$ cat src/rtl/lsu_dmem_master.sv
// lsu_dmem_master: initiator side of the CPU data-memory port.
// Takes byte/half/word loads and stores from execute and drives a word-addressed,
// byte-masked dmem port. Accesses that cross a word boundary become two back-to-back
// transactions. Read data arrives one cycle after each mem_req cycle.
//
// Ports:
//   i_clk, i_rst (sync, active high), i_clk_en (global hold when low)
//   i_op_valid/i_op_we/i_op_size/i_op_signed/i_op_addr/i_op_wdata : operation request
//   o_busy      : op in flight; accept = i_op_valid && !o_busy && i_clk_en
//   o_ld_valid  : one-cycle pulse (stretched while i_clk_en is low), o_ld_data valid
//   o_ld_data   : aligned, extended load result, held until the next load completes
//   o_mem_req, o_mem_we, o_mask, o_data_addr, o_data_out : dmem request side
//   i_data_in   : dmem read data
module lsu_dmem_master #(
  parameter int unsigned ADDR_W = 32
) (
  input  logic              i_clk,
  input  logic              i_rst,
  input  logic              i_clk_en,
  input  logic              i_op_valid,
  input  logic              i_op_we,
  input  logic [1:0]        i_op_size,
  input  logic              i_op_signed,
  input  logic [ADDR_W-1:0] i_op_addr,
  input  logic [31:0]       i_op_wdata,
  output logic              o_busy,
  output logic              o_ld_valid,
  output logic [31:0]       o_ld_data,
  output logic              o_mem_req,
  output logic              o_mem_we,
  output logic [3:0]        o_mask,
  output logic [ADDR_W-3:0] o_data_addr,
  output logic [31:0]       o_data_out,
  input  logic [31:0]       i_data_in
);

  typedef enum logic [1:0] {StIdle, StReq0, StReq1, StResp} state_e;

  localparam logic [ADDR_W-3:0] WaddrOne = {{(ADDR_W-3){1'b0}}, 1'b1};

  state_e            r_state;
  state_e            w_state_nxt;
  logic              r_we;
  logic [1:0]        r_size;
  logic              r_signed;
  logic [1:0]        r_off;
  logic [ADDR_W-3:0] r_waddr;
  logic [31:0]       r_wdata;
  logic              r_split;
  logic [31:0]       r_lo;
  logic [31:0]       r_ld_data;
  logic              r_ld_valid;

  logic              w_op_split;
  logic [31:0]       w_wdata_rot;
  logic [3:0]        w_mask_base;
  logic [7:0]        w_mask8;
  logic [63:0]       w_pair;
  logic [31:0]       w_shifted;
  logic [31:0]       w_ld_result;

  // Split when the access spills past byte lane 3; size 3 behaves as word.
  always_comb begin
    w_op_split = 1'b0;
    unique case (i_op_size)
      2'd0:    w_op_split = 1'b0;
      2'd1:    w_op_split = (i_op_addr[1:0] == 2'd3);
      default: w_op_split = (i_op_addr[1:0] != 2'd0);
    endcase
  end

  // Store data rotated so byte k of the operand lands in lane (o + k) mod 4.
  always_comb begin
    w_wdata_rot = i_op_wdata;
    unique case (i_op_addr[1:0])
      2'd0: w_wdata_rot = i_op_wdata;
      2'd1: w_wdata_rot = {i_op_wdata[23:0], i_op_wdata[31:24]};
      2'd2: w_wdata_rot = {i_op_wdata[15:0], i_op_wdata[31:16]};
      2'd3: w_wdata_rot = {i_op_wdata[7:0],  i_op_wdata[31:8]};
    endcase
  end

  // Low nibble of the shifted mask is the first access, overflow nibble the second.
  always_comb begin
    w_mask_base = 4'b1111;
    unique case (r_size)
      2'd0:    w_mask_base = 4'b0001;
      2'd1:    w_mask_base = 4'b0011;
      default: w_mask_base = 4'b1111;
    endcase
    w_mask8 = {4'b0000, w_mask_base} << r_off;
  end

  always_comb begin
    w_pair    = r_split ? {i_data_in, r_lo} : {32'b0, i_data_in};
    w_shifted = 32'(w_pair >> {r_off, 3'b000});
    unique case (r_size)
      2'd0:    w_ld_result = {{24{r_signed & w_shifted[7]}}, w_shifted[7:0]};
      2'd1:    w_ld_result = {{16{r_signed & w_shifted[15]}}, w_shifted[15:0]};
      default: w_ld_result = w_shifted;
    endcase
  end

  always_comb begin
    w_state_nxt = r_state;
    o_mem_req   = 1'b0;
    o_mem_we    = 1'b0;
    o_mask      = 4'b0000;
    o_data_addr = r_waddr;
    case (r_state)
      StIdle: begin
        if (i_op_valid) w_state_nxt = StReq0;
      end
      StReq0: begin
        o_mask    = w_mask8[3:0];
        o_mem_we  = r_we;
        o_mem_req = !r_we;
        if (r_split)   w_state_nxt = StReq1;
        else if (r_we) w_state_nxt = StIdle;
        else           w_state_nxt = StResp;
      end
      StReq1: begin
        o_data_addr = r_waddr + WaddrOne;
        o_mask      = w_mask8[7:4];
        o_mem_we    = r_we;
        o_mem_req   = !r_we;
        w_state_nxt = r_we ? StIdle : StResp;
      end
      StResp: begin
        w_state_nxt = StIdle;
      end
      default: w_state_nxt = StIdle;
    endcase
  end

  always_ff @(posedge i_clk) begin
    if (i_rst) begin
      r_state    <= StIdle;
      r_we       <= 1'b0;
      r_size     <= 2'd0;
      r_signed   <= 1'b0;
      r_off      <= 2'd0;
      r_waddr    <= '0;
      r_wdata    <= 32'b0;
      r_split    <= 1'b0;
      r_lo       <= 32'b0;
      r_ld_data  <= 32'b0;
      r_ld_valid <= 1'b0;
    end else if (i_clk_en) begin
      r_state    <= w_state_nxt;
      r_ld_valid <= (r_state == StResp);
      if (r_state == StIdle && i_op_valid) begin
        r_we     <= i_op_we;
        r_size   <= i_op_size;
        r_signed <= i_op_signed;
        r_off    <= i_op_addr[1:0];
        r_waddr  <= i_op_addr[ADDR_W-1:2];
        r_wdata  <= w_wdata_rot;
        r_split  <= w_op_split;
      end
      // data_in here is the reply to the REQ0 read.
      if (r_state == StReq1 && !r_we) r_lo <= i_data_in;
      if (r_state == StResp) r_ld_data <= w_ld_result;
    end
  end

  assign o_busy     = (r_state != StIdle);
  assign o_ld_valid = r_ld_valid;
  assign o_ld_data  = r_ld_data;
  assign o_data_out = r_wdata;

endmodule

$ cat config.mk
export PLATFORM = sky130hd
export DESIGN_NAME = lsu_dmem_master
export DESIGN_NICKNAME = d
export VERILOG_FILES = /design/src/rtl/lsu_dmem_master.sv
export SDC_FILE = /design/constraint.sdc
export NUM_CORES = 1
export LEC_CHECK = 0
export CAP_MARGIN = 10
export CORE_UTILIZATION = 30
export CTS_BUF_LIST = sky130_fd_sc_hd__clkbuf_8
export DETAILED_ROUTE_END_ITERATION = 8
export DONT_BUFFER_PORTS = 1
export GPL_ROUTABILITY_DRIVEN = 0
export PLACE_DENSITY = 0.45
export SYNTH_ARGS = -nofsm -noshare
export SYNTH_HDL_FRONTEND = slang
export SYNTH_SLANG_ARGS = --single-unit
$ cat constraint.sdc
create_clock -name i_clk -period 2.8 [get_ports i_clk]
set_clock_uncertainty 0.2 [all_clocks]
set_input_delay 0.56 -clock i_clk [delete_from_list [all_inputs] [get_ports i_clk]]
set_output_delay 0.56 -clock i_clk [all_outputs]
set_load 0.05 [all_outputs]
=== Yosys cells after proc, flatten, opt, wreduce, memory -nomap -nowiden ===
Index checks and enable logic that the tools add are counted.

* Bits in registers: 136
* Input bits: 104
* Output and inout bits: 102

* Equality and inequality tests: 9
* Bitwise logic cells: 2
* Multiplexer cells: 13
* Add/subtract/negate cells: 1
* Shift-type cells: 2
* Reductions and logical operators: 14

{| class="wikitable"
|+ Operators by type and width
! cell !! number
|-
| $pmux W32 S4 || 1
|-
| $mux W64 || 1
|-
| $pmux W32 S2 || 1
|-
| $shr A64 B5 Y32 || 1
|-
| $add A30 B1 Y30 const B || 1
|-
| $mux W30 || 1
|-
| $pmux W4 S2 || 2
|-
| $eq A2 B1 Y1 const B || 4
|-
| $eq A2 B2 Y1 const B || 4
|-
| $logic_not A2 Y1 || 4
|-
| $pmux W2 S4 || 1
|-
| $reduce_and A2 Y1 || 4
|-
| $shl A4 B2 Y8 || 1
|-
| $mux W2 || 3
|-
| $reduce_bool A2 Y1 || 2
|-
| $and A1 B1 Y1 || 2
|-
| $logic_and A1 B1 Y1 || 2
|-
| $mux W1 || 2
|-
| $ne A2 B2 Y1 const B || 1
|-
| $pmux W1 S2 || 1
|-
| $reduce_or A2 Y1 || 1
|-
| $logic_not A1 Y1 || 1
|}

=== Longest topological paths before layout ===
* Depth in word-level cells: 4
* Depth in mapped cells: 8
* Mapped depth without buffers: 7

=== Least setup slack after synthesis ===
OpenSTA, ideal clock, no wires.

* Kind: register -> output
* Start point: register r_state[0]
* End point: output o_data_addr[15]
* Arrival: 2.341 ns
* Slack: -0.301 ns
* Stages on the path, launching flop included: 8
* Required time: 2.040 ns
* Path buffers: 1
* Path through: dfxtp_1 inv_1 ha_1 and4_1 clkbuf_1 nor2b_1 nand4_1 xnor2_1

* Cells in the longest elaborated chain, start to end: 2

{| class="wikitable"
|+ Ends and longest elaborated chain
! element !! line !! RTL
|-
| start, declared || 41 || <nowiki>state_e r_state;</nowiki>
|-
| start signal, assigned || 138 || <nowiki>r_state <= StIdle;</nowiki>
|-
| start signal, assigned || 150 || <nowiki>r_state <= w_state_nxt;</nowiki>
|-
| $eq A2 B2 Y1 || 110 || <nowiki>case (r_state)</nowiki>
|-
| $mux W30 || 110 ||
|-
| end, declared || 32 || <nowiki>output logic [ADDR_W-3:0] o_data_addr,</nowiki>
|}

Every way passes these cells.

=== Worst setup path in the final report ===
* Start point: register r_waddr[20]
* End point: output o_data_addr[26]

* Cells in the longest elaborated chain, start to end: 2

{| class="wikitable"
|+ Ends and longest elaborated chain
! element !! line !! RTL
|-
| start, declared || 47 || <nowiki>logic [ADDR_W-3:0] r_waddr;</nowiki>
|-
| start signal, assigned || 157 || <nowiki>r_waddr <= i_op_addr[ADDR_W-1:2];</nowiki>
|-
| $add A30 B1 Y30 || 123 || <nowiki>o_data_addr = r_waddr + WaddrOne;</nowiki>
|-
| $mux W30 || 110 ||
|}

Every way passes these cells.

==> flow_summary.json <==
{
  "tritoncts": "yes",
  "syn2layout_area_growth_pct": 22.1,
  "holdPathStages": 2,
  "dp_hpwl_um": 16200,
  "rsz0062_at_grt": "yes",
  "maxSlewHeadroom_pct": 60.1,
  "yosys_register_bits": 136,
  "met1_usage_pct": 25.5,
  "yosys-top-cells-area": "dfxtp_1 (37%), mux4_2 (14%), nand2_1 (11%), a21oi_1 (8.6%), mux2i_1 (3.2%)",
  "gr-usage-met3_pct": 5.68,
  "cts_inserted_buffers": 17,
  "synth_commonest_cells": "nand2_1 (222), dfxtp_1 (136), a21oi_1 (127)",
  "vias_per_cell": 5.18,
  "syn_area_um2": 7420,
  "crit_buf_inv": 1,
  "track_usage_pct": 18.5,
  "row_count": 57,
  "start_util_pct": 30.5,
  "fin_crit_ps": 2780,
  "grt.met2_usage_pct": 28.3,
  "yosysTopAreaCell": "dfxtp_1",
  "grt_max_degree": 113,
  "worstSetupEndpointType": "output pin",
  "ir_drop_mv": 0.277,
  "max_cap_violations": 0,
  "leakagePower_nw": 3.24,
  "critPathMaxStageDelay_ps": 370,
  "clkSinkCount": 136,
  "grt_pass1_wl_um": 36500,
  "finalCritPeriodShare_pct": 99.2,
  "die-width_um": 159,
  "wl_per_cell_um": 18.9,
  "ant_nets": 0,
  "vias": 6392,
  "min_path_type": "input port to register",
  "drt_iter0_markers": 464,
  "final-max-slew-violation-count": 0,
  "cp_slowest_cell": "dfxtp_2",
  "rrSetupSlack_ps": 320,
  "utilization_pct": 37.3,
  "fmax_ghz": 0.360,
  "ys.flop_type": "dfxtp_1",
  "grt_pass1_vias": 6193,
  "drive_above_1_share_pct": 24.9,
  "overflow": 0,
  "crit_fanout": 5,
  "synth.top_cell.area_share_pct": 36.7,
  "nets": 1006,
  "die_h_um": 159,
  "pre_cts_ws_ps": 200,
  "hold_viol_final": 0,
  "cp.arrival_ps": 2020,
  "power_density_nw_per_um2": 502,
  "avgSynthCellArea_um2": 8.44,
  "worstMarginPinSlew_ps": 598,
  "syn_nets": 989,
  "synth_warnings": 0,
  "synth.most_common_cell": "nand2_1",
  "tns_ps": 0,
  "cp.required_ps": 2040,
  "setup_violations": 0,
  "r2r-start": "r_off[0]",
  "crit_chain": "and4_4 > and3_1 > and3_4 > nand4_1 > xnor2_2 > buf_12",
  "drt_wl_total_um": 23300,
  "dieArea_um2": 25400,
  "n_fill_cell": 2480,
  "ys_async_sr_fraction_pct": 0,
  "final_cells": 1233,
  "min_to": "r_lo[11]",
  "status": "finished clean",
  "seq_area_um2": 2760,
  "worstHoldStart": "i_data_in[11]",
  "gr-max-usage-layer": "met2",
  "synth_seq_area_share_pct": 36.7,
  "crit_family": "simple AND/OR/NAND/NOR gates",
  "hold_ws_ps": 37.5,
  "r2r_cells": 6,
  "drtPass1Iterations": 4,
  "cts-root-buf": "clkbuf_8",
  "ios": 206,
  "n_antenna_cell": 0,
  "core-area_um2": 24300,
  "drc": 0,
  "finalWorstSetupSlack_ps": 22.0,
  "startpoint_type": "register",
  "dp_cells": 1187,
  "cts.clk_slew.worst_paths_ps": 90,
  "cts.path.max_buffers": 2,
  "synthDistinctLibCells": 41,
  "synthCells": 879,
  "clock_latency_ps": 440,
  "synth_edf_count": 0,
  "htree_levels": 4,
  "antenna_found_initial": 0,
  "portBuffers": 0,
  "worstSetupPathType": "register to output pin",
  "worstReg2RegEnd": "o_ld_data[16]",
  "multiInputGateArea_um2": 4620
}
-- placed cells by master, fill, tap and decap left out, types with 3 or more instances in the layout --
| cell type | n |
|---|---|
| nand2_1 | 222 |
| a21oi_1 | 126 |
| dfxtp_1 | 117 |
| mux4_2 | 47 |
| buf_4 | 45 |
| nor2_1 | 44 |
| o21ai_0 | 34 |
| mux2i_1 | 24 |
| buf_12 | 21 |
| a211oi_1 | 19 |
| clkbuf_8 | 19 |
| xnor2_2 | 18 |
| mux2_2 | 13 |
| dfxtp_2 | 12 |
| nand3_1 | 11 |
| nand4_1 | 11 |
| nor2b_1 | 10 |
| a22oi_1 | 9 |
| xnor2_1 | 8 |
| o22ai_1 | 7 |
| nor3_1 | 7 |
| dfxtp_4 | 7 |
| and3_1 | 6 |
| inv_1 | 4 |
| nand3_2 | 4 |
| inv_6 | 4 |
| and4_4 | 3 |
| and2_1 | 3 |
| xor2_1 | 3 |
| ha_1 | 3 |
| clkinv_2 | 3 |
| clkinvlp_4 | 3 |
| buf_6 | 3 |
-- flip-flops by register name, summed over array words and instances, names as in the netlist --
| register | cells |
|---|---|
| o_data_out | 32 |
| o_ld_data | 32 |
| r_lo | 32 |
| r_waddr | 30 |
| r_off | 2 |
| r_size | 2 |
| r_state | 2 |
| o_ld_valid | 1 |
| r_signed | 1 |
| r_split | 1 |
| r_we | 1 |
-- cell families after synthesis --
kind of cell | after synthesis | share of synthesized area, %
and+or+nand+nor | 337 | 19.2
muxes | 84 | 19.5
adders and majority gates | 6 | 1.01
DFF | 136 | 36.7
xor gates and xnor gates | 29 | 3.42
AOI/OAI and AO/OA | 207 | 15.7
buffers and inverters | 80 | 4.44
-- through the flow --
step | instance area, µm² | power (mW)
final | 9060 | 4.54
after global routing | 9060 | 4.74
after CTS | 8980 | 4.60
after detailed placement | 8370 | 2.86
after global placement | 8370 | 2.87
after floorplan | 7570 | 2.71
-- worst max-delay path by stage --
stage / startpoint / end / slack (ps) / depth (start not counted)
after floorplan: r_state[0] / o_data_addr[9] / -280 / 7
after global placement: r_state[0] / o_data_addr[15] / 250 / 7
after detailed placement: r_state[0] / o_data_addr[15] / 200 / 7
after CTS: r_waddr[7] / o_data_addr[26] / 0.4 / 7
after global routing: r_waddr[7] / o_data_addr[26] / -100 / 7
final: r_waddr[20] / o_data_addr[26] / 20 / 6
-- layer usage --
| metal | wire (µm) | up-vias |
|---|---|---|
| met5 | 0 | - |
| met4 | 180 | 0 |
| met3 | 1730 | 9 |
| met2 | 10500 | 179 |
| met1 | 10800 | 3062 |
| li1 | - | 3142 |
-- layout make-up --
type | count | share of cell area (%)
Inverter | 7 | 0.318
Multi-Input combinational cell | 663 | 51.0
Timing Repair Buffer | 71 | 9.21
Clock inverter | 13 | 1.56
Tap cell | 324 | 4.47
Sequential cell | 136 | 30.5
Clock buffer | 19 | 2.89
-- power by group --
part	total, mW	internal (mW)	switching, mW
logic	0.713	0.326	0.387
registers	2.15	1.99	0.160
clock network	1.68	0.847	0.835
total	4.54	3.16	1.38
-- repair_timing --
item / CTS / global route
hold buffers: 1 / 0
gates resized for setup: 47 / 11
hold endpoints to repair: 112 / 0
buffers inserted: 7 / 5
endpoints found under the setup margin: 25 / 21
gates cloned: 1 / 0
pin swaps: 11 / 9
Note: power is estimated with default switching activity, not from simulation.
